[src/rtl/vector_pkg.sv]
// Shared constants and types for the element-serial vector unit.
// Opcode encodings, FSM state type and the vector geometry.
package vector_pkg;

    localparam int VLEN      = 16;
    localparam int WIDTH     = 32;
    localparam int MEM_WORDS = 512;
    localparam int NUM_REGS  = 4;

    localparam logic [1:0] OP_ADD   = 2'd0;
    localparam logic [1:0] OP_MUL   = 2'd1;
    localparam logic [1:0] OP_LOAD  = 2'd2;
    localparam logic [1:0] OP_STORE = 2'd3;

    typedef enum logic [1:0] {
        ST_IDLE = 2'd0,
        ST_EXEC = 2'd1,
        ST_DONE = 2'd2
    } state_t;

endpackage

[src/rtl/vector_memory.sv]
// Data memory for the vector unit: one synchronous write port and one
// combinational read port sharing a single address. Contents survive reset.
module vector_memory
    import vector_pkg::*;
#(
    parameter int WIDTH     = vector_pkg::WIDTH,
    parameter int MEM_WORDS = vector_pkg::MEM_WORDS,
    parameter int ADDR_W    = $clog2(MEM_WORDS)
) (
    input  logic              clk,
    input  logic              we,
    input  logic [ADDR_W-1:0] addr,
    input  logic [WIDTH-1:0]  wdata,
    output logic [WIDTH-1:0]  rdata
);

    logic [WIDTH-1:0] mem [MEM_WORDS];

    always_ff @(posedge clk) begin
        if (we) begin
            mem[addr] <= wdata;
        end
    end

    assign rdata = mem[addr];

endmodule

[src/rtl/vector_unit_seq.sv]
// Element-serial vector core: accepts one command per handshake and walks
// the 16 elements of a vector one per clock, then pulses done.
//
// state   | meaning
// IDLE    | cmd_ready high, waiting for cmd_valid
// EXEC    | processing element idx (0..VLEN-1), one per edge
// DONE    | one-cycle done pulse, then back to IDLE
module vector_unit_seq
    import vector_pkg::*;
#(
    parameter int VLEN      = vector_pkg::VLEN,
    parameter int WIDTH     = vector_pkg::WIDTH,
    parameter int MEM_WORDS = vector_pkg::MEM_WORDS
) (
    input  logic       clk,
    input  logic       rst,
    input  logic       cmd_valid,
    output logic       cmd_ready,
    input  logic [1:0] opcode,
    input  logic [1:0] reg_addr,
    input  logic [4:0] mem_addr,
    output logic       busy,
    output logic       done
);

    localparam int IDX_W  = $clog2(VLEN);
    localparam int ADDR_W = $clog2(MEM_WORDS);

    state_t state_q, state_d;

    logic [IDX_W-1:0]  idx_q;
    logic [1:0]        op_q;
    logic [1:0]        reg_q;
    logic [4:0]        blk_q;

    logic [WIDTH-1:0]  vreg [NUM_REGS][VLEN];

    logic              accept;
    logic              last_elem;
    logic [ADDR_W-1:0] word_addr;
    logic [WIDTH-1:0]  mem_rdata;
    logic [WIDTH-1:0]  mem_wdata;
    logic              mem_we;
    logic [WIDTH-1:0]  opa, opb;
    logic [WIDTH:0]    sum;
    logic [2*WIDTH-1:0] prod;

    assign accept    = (state_q == ST_IDLE) && cmd_valid;
    assign last_elem = (idx_q == IDX_W'(VLEN - 1));
    assign word_addr = ADDR_W'(blk_q) * ADDR_W'(VLEN) + ADDR_W'(idx_q);

    assign opa  = vreg[0][idx_q];
    assign opb  = vreg[1][idx_q];
    assign sum  = {1'b0, opa} + {1'b0, opb};
    assign prod = {{WIDTH{1'b0}}, opa} * {{WIDTH{1'b0}}, opb};

    // Gate the write with rst so an abort edge never lands a store element.
    assign mem_wdata = vreg[reg_q][idx_q];
    assign mem_we    = (state_q == ST_EXEC) && (op_q == OP_STORE) && !rst;

    vector_memory #(
        .WIDTH     (WIDTH),
        .MEM_WORDS (MEM_WORDS),
        .ADDR_W    (ADDR_W)
    ) memory (
        .clk   (clk),
        .we    (mem_we),
        .addr  (word_addr),
        .wdata (mem_wdata),
        .rdata (mem_rdata)
    );

    always_comb begin
        state_d   = state_q;
        cmd_ready = 1'b0;
        busy      = 1'b0;
        done      = 1'b0;
        case (state_q)
            ST_IDLE: begin
                cmd_ready = 1'b1;
                if (cmd_valid) state_d = ST_EXEC;
            end
            ST_EXEC: begin
                busy = 1'b1;
                if (last_elem) state_d = ST_DONE;
            end
            ST_DONE: begin
                busy    = 1'b1;
                done    = 1'b1;
                state_d = ST_IDLE;
            end
            default: state_d = ST_IDLE;
        endcase
    end

    always_ff @(posedge clk) begin
        if (rst) begin
            state_q <= ST_IDLE;
            idx_q   <= '0;
            op_q    <= OP_ADD;
            reg_q   <= '0;
            blk_q   <= '0;
            for (int r = 0; r < NUM_REGS; r++) begin
                for (int e = 0; e < VLEN; e++) begin
                    vreg[r][e] <= '0;
                end
            end
        end else begin
            state_q <= state_d;
            if (accept) begin
                op_q  <= opcode;
                reg_q <= reg_addr;
                blk_q <= mem_addr;
                idx_q <= '0;
            end else if (state_q == ST_EXEC) begin
                idx_q <= idx_q + IDX_W'(1);
                case (op_q)
                    OP_LOAD: vreg[reg_q][idx_q] <= mem_rdata;
                    OP_ADD: begin
                        vreg[2][idx_q] <= sum[WIDTH-1:0];
                        vreg[3][idx_q] <= {{(WIDTH-1){1'b0}}, sum[WIDTH]};
                    end
                    OP_MUL: begin
                        vreg[2][idx_q] <= prod[WIDTH-1:0];
                        vreg[3][idx_q] <= prod[2*WIDTH-1:WIDTH];
                    end
                    default: ;
                endcase
            end
        end
    end

endmodule

[config.mk]
export PLATFORM = sky130hd
export DESIGN_NAME = vector_unit_seq
export DESIGN_NICKNAME = d
export VERILOG_FILES = /design/src/rtl/vector_pkg.sv /design/src/rtl/vector_memory.sv /design/src/rtl/vector_unit_seq.sv
export SDC_FILE = /design/constraint.sdc
export NUM_CORES = 1
export LEC_CHECK = 0
export CAP_MARGIN = 20
export CORE_AREA = 3 3 40 42
export DETAILED_ROUTE_END_ITERATION = 6
export DIE_AREA = 0 0 43 45
export GPL_ROUTABILITY_DRIVEN = 0
export PLACE_DENSITY = 0.64
export SYNTH_ARGS = -nofsm -noshare
export SYNTH_HDL_FRONTEND = slang
export SYNTH_SLANG_ARGS = --single-unit
[constraint.sdc]
create_clock -name clk -period 1.1 [get_ports clk]
set_input_delay 0.22 -clock clk [delete_from_list [all_inputs] [get_ports clk]]
set_output_delay 0.22 -clock clk [all_outputs]
set_load 0.005 [all_outputs]
==> results <==
power breakdown:
group          switching [mW]  leakage, nW  internal (mW)  total, mW
sequential             0.0124       0.0505          0.236      0.248
clock                  0.0799       0.0138          0.123      0.203
combinational           0.132        0.189          0.214      0.345
sequential cells by signal, summed over array words and instances, names as in the netlist:
signal	flops
idx_q	4
state_q	2
cells by family after synthesis:
logic type	count (synthesis)	synth area share
and+or+nand+nor	10	0.160
DFF	6	0.358
AOI/OAI and AO/OA	5	0.119
adders and majority gates	5	0.187
xor gates and xnor gates	3	0.0784
buffers and inverters	3	0.0373
muxes	2	0.0597
stage by stage:
step | power (mW) | worst slack [ns]
global placement | 0.473 | -0.258
global route | 0.854 | -0.142
detailed placement | 0.476 | -0.263
finish | 0.797 | -0.106
CTS | 0.754 | -0.104
floorplan | 0.363 | -0.00630
worst max-delay path, stage by stage, from the launching register on:
cell	delay (ns)
dfxtp_2	0.33
inv_2	0.05
buf_6	0.11
ha_4	0.14
buf_6	0.10
cells in the final DEF (no fill, tap or decap), types with 2 or more instances in the layout:
cell,synthesis,layout
mux2i_1,2,2
ha_4,0,4
nand2b_1,2,2
dfxtp_1,6,2
clkbuf_4,0,3
buf_4,0,8
xor2_1,2,2
dfxtp_2,0,4
inv_2,0,2
clkdlybuf4s50_1,0,2
buf_6,0,7
nor2_1,4,4
timing repair:
item / CTS / global route
pin swaps: 5 / 3
resized for setup: 29 / 7
setup buffers: 1 / 1
setup endpoints to repair: 9 / 9
worst paths after layout:
| path | cells after the start | to | slack, ns | from |
|---|---|---|---|---|
| max | 4 | done | -0.11 | state_q[0] |
| min | 2 | idx_q[3] | 0.60 | idx_q[3] |
| max reg2reg | 6 | idx_q[3] | -0.04 | state_q[1] |
| min reg2reg | 2 | idx_q[3] | 0.60 | idx_q[3] |
metal layers:
metal  part of all wire  up-vias
met5                  0        -
met3              0.026        0
met4                  0        0
met2               0.54        7
li1                   -      153
met1               0.43      144
layout make-up:
| type | instances | share of cell area |
|---|---|---|
| multi-input combinational | 25 | 0.465 |
| timing repair buffer | 17 | 0.256 |
| sequential | 6 | 0.201 |
| clock buffer | 3 | 0.0362 |
| tap | 15 | 0.0302 |
| inverter | 2 | 0.0121 |
==> run_results.csv <==
group,metric,value,unit
outcome,run_status,"finished with violations",
outcome,violations,"setup timing",
timing,max_slew_margin,0.870,
logic_synthesis,synth_area_leaders,"dfxtp_1, ha_1, mux2i_1",
cts,clock_path_buffers,2,
logic_synthesis,yosysWarnings,0,
worst_setup_path,crit_required,0.88,ns
layout,fillers,122,
timing,fin_ws,-0.106,ns
timing,tns,-0.301,ns
layout,regArea,125,um2
placement,port_buffers,5,
grt,antenna_found_initial,0,
timing,rsz0062_at_grt,"true",
cts,cts.sinks,6,
pwr,leakage,0.253,nW
grt,overflow,0,
cts,numCtsBuffers,3,
logic_synthesis,synth_common_cells,"dfxtp_1, ha_1, nor2_1",
cts,clk_latency,0.24,ns
logic_synthesis,synth-edff-count,0,
worst_setup_path,cp_data_arrival_time,0.99,ns
layout,final_area,622,um2
logic_synthesis,yosysSeqAreaShare,0.358,
timing,fmax,0.829,GHz
floorplanning,rows,13,
layout,area_growth,85.4,%
timing,drv_slew,0,
logic_synthesis,syn_nets,51,
layout,multiInputGateArea,289,um2
routing,drc_errors,0,
cts,ctsRootBufferMaster,"clkbuf_4",
pwr,ir_drop,0.473,mV
grt,use_met3,0.0359,
grt,grt_busiest_layer,"met2",
grt,grt_pass1_wl,1380,um
routing,via_per_inst,4.47,
flow_run,maxCapViolCount,0,
grt,met1_usage,0.104,
logic_synthesis,postSynthCellCount,34,
floorplanning,core_region_area,1280,um2
timing,finalSetupViolCount,6,
routing,drtIter0Drc,6,
timing,skew,0.000362,ns
floorplanning,die_height,45,um
cts,cts_hold_buf,0,
worst_setup_path,path_max_fanout,2,
logic_synthesis,postSynthAreaPerCell,9.86,um2
grt,use_met2,0.180,
placement,hpwl,518,um
logic_synthesis,ys_ff_latch,6,
pwr,powerDensity,1280,nW/um2
logic_synthesis,synth_area,335,um2
routing,vias,304,
worst_setup_path,critPathKind,"flop to output pin",
grt,grt_pass1_vias,330,
layout,fin_nets,72,
timing,hold_viol_final,0,
grt,grt.total_usage,0.101,
cts,cts.reportedPaths.clkPinSlew,0.04,ns
layout,layout.core_utilization,0.484,
layout,num_antenna_cells,0,
routing,wl,873,um
floorplanning,initial_core_util,0.261,
placement,post-place-cells,63,
cts,cts-htree-levels,1,
grt,grt_max_degree,8,
logic_synthesis,synth_top_area_cell,"dfxtp_1",
logic_synthesis,synthArstFlopShare,0,
floorplanning,ios,15,
timing,tightest_slew,0.195,ns
cts,cts_tree,"done",
logic_synthesis,synth_cell_types,17,
routing,drt-wirelength-per-cell,12.8,um
floorplanning,die_w,43,um
layout,fin_cells,68,
timing,min_period,1.21,ns
logic_synthesis,yosysMostFrequentCell,"dfxtp_1",
hold_path,worst_hold_path_type,"flop to flop",
placement,placed_cell_area,478,um2
worst_setup_path,cp-start-kind,"flop",
timing,hold-worst-slack,0.598,ns
routing,firstDrtPassIters,4,
layout,drive_above_1_share,0.642,
timing,min_period_over_period,1.10,
routing,ant_nets,0,
logic_synthesis,synthFlopType,"dfxtp_1",
worst_setup_path,end_kind,"output pin",
logic_synthesis,synth_top_area_share,0.358,
floorplanning,fp.dieArea,1940,um2
Note: power is estimated with default switching activity, not from simulation.
